==> config.mk <==
export PLATFORM = sky130hd
export DESIGN_NAME = seg7_display_ctrl
export DESIGN_NICKNAME = d
export VERILOG_FILES = /design/src/rtl/seg7_display_ctrl.sv
export SDC_FILE = /design/constraint.sdc
export NUM_CORES = 1
export LEC_CHECK = 0
export CORE_ASPECT_RATIO = 0.6
export CORE_MARGIN = 3
export CORE_UTILIZATION = 30
export DETAILED_ROUTE_END_ITERATION = 7
export GPL_ROUTABILITY_DRIVEN = 0
export PLACE_DENSITY = 0.52
export RECOVER_POWER = 50
export SYNTH_ARGS = -nofsm -noshare
export SYNTH_HDL_FRONTEND = slang
export SYNTH_SLANG_ARGS = --single-unit
==> constraint.sdc <==
create_clock -name clk -period 2.65 [get_ports clk]
set_input_delay 0.53 -clock clk [delete_from_list [all_inputs] [get_ports clk]]
set_output_delay 0.53 -clock clk [all_outputs]
set_load 0.01 [all_outputs]
==> src/rtl/seg7_display_ctrl.sv <==
// seg7_display_ctrl: bus-mapped controller for a 6-digit multiplexed 7-segment display.
// Holds the digit nibbles, decimal points and control bits in registers. When enabled,
// it scans one digit every SCAN_DIV clocks.
// Ports:
//   clk, nrst       clock and synchronous active-low reset
//   bus_addr        byte offset within the block (word-aligned; bits [1:0] ignored)
//   bus_wen/ren     single-cycle write/read requests
//   bus_wdata       write data
//   bus_rdata       registered read data, valid while bus_ack=1
//   bus_ack         one-cycle response strobe, one cycle after each request
//   seg_data        active-low segments, [6:0]=g..a, [7]=dp
//   seg_sel         active-low one-hot digit select
module seg7_display_ctrl #(
  parameter int unsigned SCAN_DIV = 25000,
  parameter int unsigned CNT_W    = 15
) (
  input  logic        clk,
  input  logic        nrst,
  input  logic [3:0]  bus_addr,
  input  logic        bus_wen,
  input  logic        bus_ren,
  input  logic [31:0] bus_wdata,
  output logic [31:0] bus_rdata,
  output logic        bus_ack,
  output logic [7:0]  seg_data,
  output logic [5:0]  seg_sel
);

  localparam int unsigned IDX_W    = 3;
  localparam int unsigned LAST_IDX = 5;

  localparam logic [1:0] REG_DIGITS = 2'd0;
  localparam logic [1:0] REG_DP     = 2'd1;
  localparam logic [1:0] REG_CTRL   = 2'd2;
  localparam logic [1:0] REG_STATUS = 2'd3;

  logic [23:0]      digits_q;
  logic [5:0]       dp_q;
  logic [1:0]       ctrl_q;
  logic [CNT_W-1:0] presc_q;
  logic [IDX_W-1:0] idx_q;

  logic             en_c;
  logic             raw_c;
  logic [1:0]       word_c;
  logic [31:0]      rdata_nxt_c;
  logic [CNT_W-1:0] presc_nxt_c;
  logic [IDX_W-1:0] idx_nxt_c;
  logic [3:0]       nib_c;
  logic             dp_bit_c;
  logic [6:0]       seg7_c;
  logic [7:0]       seg_data_nxt_c;
  logic [5:0]       seg_sel_nxt_c;
  logic             unused_bits_c;

  assign en_c   = ctrl_q[0];
  assign raw_c  = ctrl_q[1];
  assign word_c = bus_addr[3:2];

  // Address byte-lane bits and the upper write-data byte have no storage behind them.
  assign unused_bits_c = ^{bus_addr[1:0], bus_wdata[31:24]};

  // Read mux; a read that coincides with a write returns zero.
  always_comb begin
    rdata_nxt_c = 32'h0;
    if (bus_ren && !bus_wen) begin
      case (word_c)
        REG_DIGITS: rdata_nxt_c = {8'h0, digits_q};
        REG_DP:     rdata_nxt_c = {26'h0, dp_q};
        REG_CTRL:   rdata_nxt_c = {30'h0, ctrl_q};
        REG_STATUS: rdata_nxt_c = {29'h0, idx_q};
        default:    rdata_nxt_c = 32'h0;
      endcase
    end
  end

  // Prescaler and digit index; both are held at zero while scanning is disabled.
  always_comb begin
    presc_nxt_c = '0;
    idx_nxt_c   = '0;
    if (en_c) begin
      if (presc_q == CNT_W'(SCAN_DIV - 1)) begin
        presc_nxt_c = '0;
        idx_nxt_c   = (idx_q == IDX_W'(LAST_IDX)) ? '0 : idx_q + IDX_W'(1);
      end else begin
        presc_nxt_c = presc_q + CNT_W'(1);
        idx_nxt_c   = idx_q;
      end
    end
  end

  // Select the nibble and decimal point of the digit currently being scanned.
  always_comb begin
    nib_c    = 4'h0;
    dp_bit_c = 1'b0;
    case (idx_q)
      3'd0: begin nib_c = digits_q[3:0];   dp_bit_c = dp_q[0]; end
      3'd1: begin nib_c = digits_q[7:4];   dp_bit_c = dp_q[1]; end
      3'd2: begin nib_c = digits_q[11:8];  dp_bit_c = dp_q[2]; end
      3'd3: begin nib_c = digits_q[15:12]; dp_bit_c = dp_q[3]; end
      3'd4: begin nib_c = digits_q[19:16]; dp_bit_c = dp_q[4]; end
      3'd5: begin nib_c = digits_q[23:20]; dp_bit_c = dp_q[5]; end
      default: begin nib_c = 4'h0; dp_bit_c = 1'b0; end
    endcase
  end

  // Hex to active-low g..a segment pattern.
  always_comb begin
    seg7_c = 7'h7F;
    case (nib_c)
      4'h0: seg7_c = 7'h40;
      4'h1: seg7_c = 7'h79;
      4'h2: seg7_c = 7'h24;
      4'h3: seg7_c = 7'h30;
      4'h4: seg7_c = 7'h19;
      4'h5: seg7_c = 7'h12;
      4'h6: seg7_c = 7'h02;
      4'h7: seg7_c = 7'h78;
      4'h8: seg7_c = 7'h00;
      4'h9: seg7_c = 7'h10;
      4'hA: seg7_c = 7'h08;
      4'hB: seg7_c = 7'h03;
      4'hC: seg7_c = 7'h46;
      4'hD: seg7_c = 7'h21;
      4'hE: seg7_c = 7'h06;
      4'hF: seg7_c = 7'h0E;
      default: seg7_c = 7'h7F;
    endcase
  end

  // Next display outputs; raw mode bypasses the decoder on digit 0 only.
  always_comb begin
    seg_data_nxt_c = 8'hFF;
    seg_sel_nxt_c  = 6'h3F;
    if (en_c) begin
      seg_sel_nxt_c = ~(6'b1 << idx_q);
      if (raw_c && (idx_q == '0)) begin
        seg_data_nxt_c = ~digits_q[7:0];
      end else begin
        seg_data_nxt_c = {~dp_bit_c, seg7_c};
      end
    end
  end

  // Register file, bus response and scan state.
  always_ff @(posedge clk) begin
    if (!nrst) begin
      digits_q  <= '0;
      dp_q      <= '0;
      ctrl_q    <= '0;
      presc_q   <= '0;
      idx_q     <= '0;
      bus_ack   <= 1'b0;
      bus_rdata <= '0;
      seg_data  <= 8'hFF;
      seg_sel   <= 6'h3F;
    end else begin
      if (bus_wen) begin
        case (word_c)
          REG_DIGITS: digits_q <= bus_wdata[23:0];
          REG_DP:     dp_q     <= bus_wdata[5:0];
          REG_CTRL:   ctrl_q   <= bus_wdata[1:0];
          default:    ;
        endcase
      end
      bus_ack   <= bus_wen | bus_ren;
      bus_rdata <= rdata_nxt_c;
      presc_q   <= presc_nxt_c;
      idx_q     <= idx_nxt_c;
      seg_data  <= seg_data_nxt_c;
      seg_sel   <= seg_sel_nxt_c;
    end
  end

endmodule

### Yosys cells after proc, flatten, opt, wreduce, memory -nomap -nowiden

Memories as Yosys holds them, arrays and structs flattened.
Index checks and enable logic that the tools add are counted.

| cells by class | value |
|---|---|
| bitwise operators | 6 |
| equal/unequal tests | 9 |
| multiplexer cells | 5 |
| shift-type cells | 1 |
| add/subtract/negate cells | 2 |
| reduce and logical (&&, ||, !) cells | 11 |

Operators by type and width:

| kind | count |
|---|---|
| 32-bit one-hot mux with 4 select lines | 1 |
| 4-bit one-hot mux with 6 select lines | 1 |
| 15-bit by 1-bit adder with 15-bit output, second input constant | 1 |
| 15-bit == test, second input constant | 1 |
| 2-bit AND reduction | 5 |
| 8-bit two-way mux | 1 |
| 8-bit NOT | 1 |
| 3-bit by 2-bit == test with 1-bit output, second input constant | 2 |
| 3-bit == test, second input constant | 2 |
| 6-bit NOT | 1 |
| 1-bit one-hot mux with 6 select lines | 1 |
| 1-bit by 3-bit << shifter with 6-bit output, first input constant | 1 |
| 2-bit == test, second input constant | 2 |
| 3-bit by 1-bit adder with 3-bit output, second input constant | 1 |
| 3-bit by 1-bit == test with 1-bit output, second input constant | 1 |
| 3-bit logical NOT | 1 |
| 3-bit two-way mux | 1 |
| 1-bit NOT | 3 |
| 3-bit OR reduction | 1 |
| 2-bit by 1-bit == test with 1-bit output, second input constant | 1 |
| 1-bit logical AND | 2 |
| 2-bit logical NOT | 1 |
| 1-bit logical NOT | 1 |
| 1-bit bitwise OR | 1 |

| storage, ports and cells | value |
|---|---|
| input bits | 40 |
| bits in registers | 97 |
| ROM bits | 112 |
| logic and storage cells | 44 |
| memories kept | 1 |

Memories:

| name | depth | bits a word | rd ports | clocked after Yosys merged registers in | write ports | RTL line | RTL |
|---|---|---|---|---|---|---|---|
| (no name shown) | 16 | 7 | 1 | 0 | 0 | 110 | `case (nib_c)` |

### Logic depth before layout (Yosys ltp)

| logic depth | value |
|---|---|
| depth in word-level cells | 4 |
| gate-level depth with buffers | 12 |
| depth with buffers taken out | 10 |

### Least setup slack after synthesis

No wires, ideal clock.

| path | value |
|---|---|
| kind | reg-to-reg |
| from | reg idx_q[0] |
| to | reg seg_data[1] |
| setup time | 0.057 ns |
| arrival time | 2.330 ns |
| cell stages (with the launch flop) | 11 |
| period minus slack after synthesis | 2.387 ns |
| path buffers | 2 |
| setup slack | 0.263 ns |
| cell sequence | dfxtp_1 -> buf_2 -> buf_1 -> and2_1 -> ha_1 -> a32oi_1 -> and2_1 -> ha_1 -> or3_1 -> a21oi_1 -> or3_1 |

| on the way | value |
|---|---|
| longest elaborated chain between the ends | 4 |
| elaborated cells between the ends (all ways) | 10 |
| classes of those cells | eq/ne: 5; mux: 2; reduce/logical: 2; memory: 1 |

RTL lines:

| element | RTL line | RTL |
|---|---|---|
| start, declared | 41 | `logic [IDX_W-1:0] idx_q;` |
| start signal, assigned | 169 | `idx_q <= idx_nxt_c;` |
| 3-bit == test, or another cell as far along | 96 | `case (idx_q)` |
| 4-bit one-hot mux with 6 select lines | 96 |  |
| memory read 16 x 7 bit | n/a |  |
| 8-bit two-way mux * | 137 | `if (raw_c && (idx_q == '0)) begin` |
| end signal, assigned | 170 | `seg_data <= seg_data_nxt_c;` |
| end, declared | 25 | `output logic [7:0] seg_data,` |

Every way passes the cells marked *; elsewhere a longest branch is shown, timed or not.
A chain may end at the register's enable or synchronous reset.

### Worst setup path after layout

Ends and elaborated chain as after synthesis.

==> run_results.csv <==
group,metric,value,unit
pwr,p_leak,1.84,nW
timing,tns,0,ns
timing,holdWs,0.444,ns
route,first_pass_iters,5,
cells_and_area,drive_gt1_share,7.98,%
timing,fmax,398,MHz
cells_and_area,multiInputGateArea,0.00187,mm2
floorplanning,io_pins,87,
cells_and_area,antennaDiodeCount,0,
floorplanning,chipHeight,93.0,um
route,via_count,3069,
timing,slew_viol_final,0,
min_path,hp-class,"reg2reg",
synthesis,yosysWarnings,0,
floorplanning,rows,31,
clock_network,cts_buffers,9,
timing,setup_viol,0,
setup_path,arrival,2.78,ns
cells_and_area,syn_to_final_growth,31.6,%
synthesis,yosysTopAreaCell,"dfxtp_1",
route,vias_per_cell,4.69,
global_route,grt_max_degree,25,
setup_path,reg2reg_slack,0.14,ns
synthesis,synth_most_common_cell,"dfxtp_1",
synthesis,yosysSeqAreaShare,47.0,%
setup_path,crit_path_max_incr_delay,0.57,ns
global_route,grt_overflow,0,
synthesis,synth_area_per_cell,9.22,um2
placement,hpwl,7400,um
synthesis,synth_area,0.00379,mm2
setup_path,critPathKind,"reg2reg",
setup_path,crit_chain,"mux4_2, nand2b_1, and2_1, ha_1, or3_1, a21oi_1, or3_1",
floorplanning,die_area,0.0141,mm2
synthesis,synth_flop_cell,"dfxtp_1",
clock_network,cts.sinks,89,
floorplanning,start_util,31.1,%
timing,period_needed,2.51,ns
synthesis,async_reset_ff_share,0,%
setup_path,critical_path_buf_inv_count,0,
setup_path,cp.depth,7,
setup_path,r2r_start,"idx_q[0]",
route,wl_per_cell,15.0,um
setup_path,startpoint_type,"flip-flop",
cells_and_area,fillers,1225,
floorplanning,die_x,151,um
timing,skew,0.00768,ns
setup_path,slowest_stage,"dfxtp_1",
global_route,grt.total_usage,14.5,%
synthesis,synth_edf_count,0,
timing,rsz0062_at_grt,"no",
synthesis,synthDistinctLibCells,55,
setup_path,r2r_cells,7,
global_route,grt_pass1_vias,2968,
setup_path,crit_start,"idx_q[0]",
setup_path,setup.worst_path.end,"seg_data[1]",
clock_network,clock_path_buffers,2,
synthesis,ys_top_cells_by_area,"dfxtp_1 47%, nand2_1 6.2%, mux2i_1 5.0%",
placement,io_buffers,68,
setup_path,crit_fanout,8,
synthesis,yosys-top-cells-count,"89 x dfxtp_1, 63 x nand2_1, 33 x nor2_1, 24 x a21boi_1, 21 x and2_1",
synthesis,syn_inst,411,
clock_network,clk_pin_slew_worst_paths,0.06,ns
cells_and_area,num-nets-final,533,
timing,hold_violations,0,
pwr,ir_drop,278,uV
min_path,worstHoldStart,"presc_q[0]",
global_route,grt_pass1_wl,15700,um
global_route,antenna_found_initial,0,
clock_network,cts_resized,0,
floorplanning,fp.coreArea,0.0122,mm2
clock_network,post-cts-setup-buffers,0,
clock_network,cts_tree,"done",
run,timing.max_cap.violations,0,
outcome,status,"finished clean",
setup_path,crit_required,2.92,ns
timing,maxSlewHeadroom,39.6,%
setup_path,crit_path_end_kind,"flip-flop",
route,wl,9810,um
placement,pre_cts_slack,0.187,ns
route,postRouteAntennaNets,0,
cells_and_area,seq_area,0.00178,mm2
setup_path,r2r-end,"seg_data[1]",
setup_path,crit_top_cell,"or3_1",
route,drc,0,
clock_network,htreeDepth,3,
clock_network,clock_latency,0.34,ns
timing,max_slew.worst_pin.slew,0.905,ns
clock_network,root_buffer,"clkbuf_16",
synthesis,ys_ff_latch,89,
synthesis,synth_top_area_share,47.0,%
timing,finalCritPeriodShare,94.8,%
pwr,power_density,581,mW/mm2
route,drtIter0Drc,238,
timing,fin_ws,0.139,ns
pwr,total_power,2.90,mW
setup_path,cp_top_family,"simple AND/OR/NAND/NOR gates",
clock_network,cts_hold_buf,0,
cells_and_area,design_area,0.00499,mm2
placement,placed_area,0.00469,mm2
==> layout by cell type, fill, tap and decap left out, drive strengths merged, types with 15 or more instances in the layout <==
master,count
nor2,34
o21ai,15
clkdlybuf4s50,49
a21boi,24
nand2,64
dlygate4sd3,19
mux2i,19
clkbuf,15
and2,21
dfxtp,89
==> worst register-to-register path: cells and delay by family (launching register included) <==
kind	cells	cell delay, ns
DFF	1	0.57
muxes	1	0.56
adders and majority gates	1	0.28
AOI/OAI and AO/OA	1	0.12
and+or+nand+nor	4	0.90
==> per-stage QoR <==
step / instances / utilization [%]
finish: 654 / 40.9
global route: 654 / 40.9
CTS: 654 / 41.1
detailed placement: 639 / 38.5
global placement: 639 / 38.5
floorplan: 418 / -
==> power by group <==
part           internal, mW  switching [mW]
combinational        0.0877          0.0826
clock                 0.844           0.504
sequential             1.36          0.0184
==> logic make-up (layout without fill, tap and decap cells) <==
logic type               count (synthesis)  in the layout  share of synthesized area [%]
AND/OR/NAND/NOR                        167            167                           21.5
flip-flops                              89             89                           47.0
AO/OA/AOI/OAI                           73             73                           13.7
buffers and inverters                   35            106                           4.39
multiplexers                            24             24                           7.40
XOR/XNOR                                14             14                           3.24
adder cells (fa/ha/maj)                  8              8                           2.64
other                                    1              8                         0.0990
==> registers in the layout (all words and copies together), names as in the netlist <==
name and count:
seg_data 8, seg_sel 6, ctrl_q 2, digits_q 24, dp_q 6, bus_rdata 24
idx_q 3, bus_ack 1, presc_q 15
==> cell type report <==
class / instances / area share [%]
Timing Repair Buffer: 85 / 15.9
Tap cell: 165 / 4.14
Multi-Input combinational cell: 294 / 37.4
Sequential cell: 89 / 35.7
Inverter: 6 / 0.452
Clock inverter: 5 / 1.61
Clock buffer: 10 / 4.79
==> routing by layer <==
metal / share of wire [%] / up-vias / global-route usage (%) / routed length [um]
li1: - / 1534 / - / -
met1: 55 / 1442 / 23.1 / 5360
met2: 38 / 82 / 18.3 / 3720
met3: 6.1 / 11 / 4.07 / 600
met4: 1.2 / 0 / 4.07 / 122
met5: 0 / - / 0 / 0
==> worst min-delay path by stage <==
stage	to	depth (start not counted)	slack [ns]
finish	presc_q[0]	1	0.44
global route	presc_q[0]	1	0.49
CTS	presc_q[0]	1	0.45
detailed placement	presc_q[0]	1	0.44
global placement	presc_q[0]	1	0.43
floorplan	presc_q[0]	1	0.42
No activity file was read; power rests on OpenSTA's default activity.
==> RTL edit 1: new RTL, config.mk and constraints unchanged <==
Put one more register stage on the output `seg_sel`, with the module's reset. The value now appears one clock later. The other outputs are not delayed to match.
--- a/src/rtl/seg7_display_ctrl.sv
+++ b/src/rtl/seg7_display_ctrl.sv
@@ -35,2 +35,4 @@
   localparam logic [1:0] REG_STATUS = 2'd3;
+
+  logic [5:0] seg_sel_s0;
 
@@ -155,3 +157,3 @@
       seg_data  <= 8'hFF;
-      seg_sel   <= 6'h3F;
+      seg_sel_s0 <= 6'h3F;
     end else begin
@@ -170,3 +172,11 @@
       seg_data  <= seg_data_nxt_c;
-      seg_sel   <= seg_sel_nxt_c;
+      seg_sel_s0 <= seg_sel_nxt_c;
+    end
+  end
+
+  always_ff @(posedge clk) begin
+    if (!nrst) begin
+      seg_sel <= '0;
+    end else begin
+      seg_sel <= seg_sel_s0;
     end
Behaviour: not the same (a bounded check fails within 4 cycles, from zero or initial values and one cycle with nrst low).
==> RTL edit 1 against the unedited design <==
Global-route usage down 0.55 points; first-iteration DRC count down 29%; sequential cell count up 6; worst hold slack worse by 10 ps; total power up 2.8%; synthesized area up 2.7%; routed wire length down 2.5%; maximum frequency up 3.4%; cell area up 3.0%; highest routed layer unchanged; largest cell class is now flip-flops and latches; critical path type unchanged; worst setup slack better by 83 ps.
==> RTL edit 1: results (changes against the unedited design) <==
- Cell count after synthesis: 414 (was 411)
- Clk root buf: clkbuf_16 (unchanged)
- Total wire length: 9560 um (was 9810 um)
- Global-route wire length before repair: 15800 um (was 15700 um)
- Placed cell count: 644 (was 639)
- Layout cells sized above 1: 9.05% (was 7.98%)
- Diode count: 0 (unchanged)
- Asr flop ratio synth: 0% (unchanged)
- DR pass1 iterations: 4 (was 5)
- Leak pwr: 1.97 nW (was 1.84 nW)
- H-tree lvl count: 3 (unchanged)
- Vias/cell: 4.56 (was 4.69)
- Register area share after synthesis: 48.9% (was 47.0%)
- Outcome: completed (unchanged)
- Wire length per cell: 14.4 um (was 15.0 um)
- Clock Pin Slew Worst Setup and Hold Paths: ~70 ps
- Hold Path Class: register to register (unchanged)
- Area contributors post-synth: dfxtp_1 (49%), mux2i_1 (6.4%), nand2_1 (6.4%) (was dfxtp_1 (47%), nand2_1 (6.2%), mux2i_1 (5.0%))
- DRT antenna net count: 0 (unchanged)
- Cell Area, Placed: 4820 sq um (was 4690 sq um)
- Total track usage: 13.9% (was 14.5%)
- Post-DP HPWL: 7260 um (was 7400 um)
- Worst-Skew Late Latency: 340 ps (about the same)
- Slowest CP cell: dfxtp_1 (unchanged)
- Crit path largest cell delay: 400 ps (was 570 ps)
- Input/output buffers: 68 (unchanged)
- CP arrival: 2660 ps (was 2780 ps)
- Nets: 540 (was 533)
- Initial DRC Count: 170 (was 238)
- Clk_skew: 5.12 ps (was 7.68 ps)
- Crit Path Max Fanout: 5 (was 8)
- VDD IR max: 0.306 mV (was 0.278 mV)
- Commonest cells in the netlist: dfxtp_1 (95), nand2_1 (66), nor2_1 (36) (was dfxtp_1 (89), nand2_1 (63), nor2_1 (33))
- Number of global-route vias before repair: 3055 (was 2968)
- YS warnings: 0 (unchanged)
- Relative slew slack: 57.5% (was 39.6%)
- Initial antenna violation count: 0 (unchanged)
- Yosys cell types: 48 (was 55)
==> RTL edit 1: changes by cell type after synthesis, moves of 4 or more <==
cell,before,now
a21oi_1,8,4
o21ai_0,9,3
o21ai_1,6,2
a21boi_0,0,24
and2_1,21,25
mux2i_1,19,25
dfxtp_1,89,95
a21boi_1,24,0
==> RTL edit 1: what timing repair did <==
action,4_1_cts,5_1_grt
resized for setup,0,1
endpoints found under the hold margin,0,0
endpoints found under the setup margin,4,1
pin swaps,1,0
buffers inserted,2,0
==> RTL edit 1: final timing paths <==
check | start | end | slack (ps) | cells after the start
worst max-delay path | idx_q[0]$_SDFFE_PN0P_ | seg_data[3]$_SDFF_PN1_ | 220 | 9
worst min-delay path | seg_sel_s0[0]$_SDFF_PN1_ | seg_sel[0]$_SDFF_PN0_ | 430 | 1
worst min register to register | seg_sel_s0[0]$_SDFF_PN1_ | seg_sel[0]$_SDFF_PN0_ | 430 | 1
worst max register to register | idx_q[0]$_SDFFE_PN0P_ | seg_data[3]$_SDFF_PN1_ | 220 | 9
==> RTL edit 1: layer usage <==
| metal | global-route usage, % | vias to the layer above | part of all wire [%] |
|---|---|---|---|
| met5 | 0 | - | 0 |
| met3 | 3.82 | 9 | 6.1 |
| met4 | 3.34 | 0 | 0.93 |
| li1 | - | 1543 | - |
| met2 | 19.4 | 81 | 39 |
| met1 | 21.0 | 1387 | 54 |
==> RTL edit 1: worst max-delay path, delay by kind of cell, from the launching register on <==
| family | cells | cell delay, ps |
|---|---|---|
| AOI/OAI and AO/OA | 3 | 640 |
| adders and majority gates | 1 | 360 |
| buffers and inverters | 2 | 340 |
| DFF | 1 | 400 |
| muxes | 3 | 570 |
==> RTL edit 1: cell families after synthesis <==
group / count (synthesis) / share of synthesized area, %
buffers and inverters: 35 / 4.40
AOI/OAI and AO/OA: 55 / 10.4
adders and majority gates: 8 / 2.57
other: 1 / 0.0963
xor gates and xnor gates: 13 / 2.93
and+or+nand+nor: 177 / 22.0
DFF: 95 / 48.9
muxes: 30 / 8.74
==> RTL edit 1: cell type report <==
type / count / area (sq um)
Fill cell: 1198 / 7240
Sequential cell: 95 / 1900
Multi-Input combinational cell: 291 / 1860
Timing Repair Buffer: 90 / 847
Clock buffer: 11 / 243
Tap cell: 165 / 206
Clock inverter: 5 / 65.1
Inverter: 5 / 18.8
==> RTL edit 1: report_power, final <==
group	internal [mW]	switching, mW
Clock	0.766	0.552
Combinational	0.0998	0.0903
Sequential	1.45	0.0174
==> RTL edit 1: metrics by stage <==
step | hold slack, ps | utilization [%] | setup slack [ps]
after floorplan | 412 | - | 160
after global placement | 427 | 39.0 | 19.0
after detailed placement | 417 | 39.0 | -64.2
after CTS | 433 | 41.6 | 128
after global routing | 450 | 41.5 | 12.0
final | 433 | 41.5 | 222
==> RTL edit 2: new RTL, config.mk and constraints unchanged <==
Made on the original files. The parameter `CNT_W` goes from 15 to 30.
--- a/src/rtl/seg7_display_ctrl.sv
+++ b/src/rtl/seg7_display_ctrl.sv
@@ -14,3 +14,3 @@
   parameter int unsigned SCAN_DIV = 25000,
-  parameter int unsigned CNT_W    = 15
+  parameter int unsigned CNT_W    = 30
 ) (
Function: no difference found for any inputs over 4 cycles, from zero or initial values and one cycle with nrst low; that may be too few to reach the edited logic, so the function may still have changed.
==> RTL edit 2 against the unedited design <==
Sequential cell count rose by 15; critical path depth stayed put; non-clock buffer count increased by 9; total power up 8.2%; routed wire length grew 24%; synthesized area increased by 19%; worst setup slack got worse by 98 ps; worst hold slack improved by 8.4 ps; maximum frequency is 3.7% lower; cell area up 17%; utilization shrank 1.1 points; count of clock-buffer cells in the layout shrank 1.
==> RTL edit 2: results (changes against the unedited design) <==
- Commonest cells in the netlist: dfxtp_1 (104), nand2_1 (69), nor2_1 (50) (was dfxtp_1 (89), nand2_1 (63), nor2_1 (33))
- Worst reg-to-reg setup slack: 40 ps (was 140 ps)
- Global-route wire length before repair: 19200 um (was 15700 um)
- Vias: 3678 (was 3069)
- Cell Area, Placed: 5490 sq um (was 4690 sq um)
- Layout cells sized above 1: 9.90% (was 7.98%)
- CP arrival: 2850 ps (was 2780 ps)
- H-tree lvl count: 3 (unchanged)
- Nets: 619 (was 533)
- Clk_skew: 12.9 ps (was 7.68 ps)
- Yosys cell types: 53 (was 55)
- Post-DP HPWL: 9090 um (was 7400 um)
- Filler cells: 1416 (was 1225)
- Area contributors post-synth: dfxtp_1 (46%), nand2_1 (5.7%), xor2_1 (4.3%) (was dfxtp_1 (47%), nand2_1 (6.2%), mux2i_1 (5.0%))
- Worst-Skew Late Latency: 360 ps (was 340 ps)
- Number of global-route vias before repair: 3455 (was 2968)
- Hold slack: 452 ps (was 444 ps)
- Leak pwr: 2.15 nW (was 1.84 nW)
- Total track usage: 15.1% (was 14.5%)
- Crit Path Max Fanout: 6 (was 8)
- Relative slew slack: 52.3% (was 39.6%)
- Outcome: completed (unchanged)
- Largest net degree at the start of global routing: 34 (was 25)
- Register area share after synthesis: 46.1% (was 47.0%)
- Largest regs: presc_q x30, bus_rdata x24, digits_q x24 (was bus_rdata x24, digits_q x24, presc_q x15)
- Crit path largest cell delay: 510 ps (was 570 ps)
## RTL edit 2: routing by layer
metal	track usage, %	share of wire [%]	vias up
met4	3.35	0.95	0
met3	4.15	6.3	11
met2	18.5	36	112
met1	24.9	57	1719
met5	0	0	-
li1	-	-	1836
## RTL edit 2: how the worst max path moves through the flow
stage                                        end             startpoint  depth (start not counted)  slack (ps)
after floorplan           seg_data[3]$_SDFF_PN1_  idx_q[2]$_SDFFE_PN0P_                          8         130
after global placement    seg_data[3]$_SDFF_PN1_  idx_q[0]$_SDFFE_PN0P_                          7          -1
after detailed placement  seg_data[3]$_SDFF_PN1_  idx_q[0]$_SDFFE_PN0P_                          7        -110
after CTS                 seg_data[3]$_SDFF_PN1_  idx_q[0]$_SDFFE_PN0P_                          7          40
after global routing      seg_data[3]$_SDFF_PN1_  idx_q[0]$_SDFFE_PN0P_                          7           5
final                     seg_data[3]$_SDFF_PN1_  idx_q[0]$_SDFFE_PN0P_                          7          40
## RTL edit 2: cell families (layout without fill, tap and decap cells)
family | Yosys count | after routing | share of synthesized area [%]
compound gates | 60 | 60 | 10.0
xor+xnor | 28 | 28 | 5.43
fa+ha+maj | 8 | 8 | 2.22
buf+inv | 38 | 117 | 4.07
flops | 104 | 104 | 46.1
mux | 23 | 23 | 6.87
other cells | 1 | 8 | 0.0830
simple gates | 228 | 228 | 25.2
## RTL edit 2: cell type report
type	instances	area [sq um]	area share, %
well taps	198	248	4.26
repair buffers	94	862	14.8
multi-input cells	355	2290	39.3
flip-flops and latches	104	2080	35.8
clock buffers	9	225	3.88
inverters	7	26.3	0.452
clock inverters	7	81.3	1.40
## RTL edit 2: power breakdown
part           total [mW]  internal, mW  switching (mW)
combinational       0.179        0.0924          0.0867
sequential           1.60          1.58          0.0193
clock                1.35         0.678           0.676
## RTL edit 2: timing repair
action / CTS / global route
endpoints found under the setup margin: 1 / 1
pin swaps: 1 / 1
gates resized for setup: 1 / 3
buffers inserted: 0 / 3
## RTL edit 2: worst max-delay path: cells and delay by family (launching register included)
family / cells / cell delay [ps]
AOI/OAI and AO/OA: 2 / 590
muxes: 2 / 960
DFF: 1 / 350
adders and majority gates: 1 / 230
and+or+nand+nor: 1 / 180
buffers and inverters: 1 / 190
## RTL edit 2: stage by stage
| stage | instances | worst slack (ps) | TNS (ps) | total power, mW |
|---|---|---|---|---|
| 6_report | 774 | 41.3 | 0 | 3.13 |
| 4_1_cts | 771 | 42.6 | 0 | 3.18 |
| 3_5_place_dp | 755 | -113 | -113 | 1.82 |
| 2_1_floorplan | 497 | 127 | 0 | 1.73 |
| 3_3_place_gp | 755 | -0.961 | -0.961 | 1.81 |
| 5_1_grt | 774 | 4.78 | 0 | 3.25 |
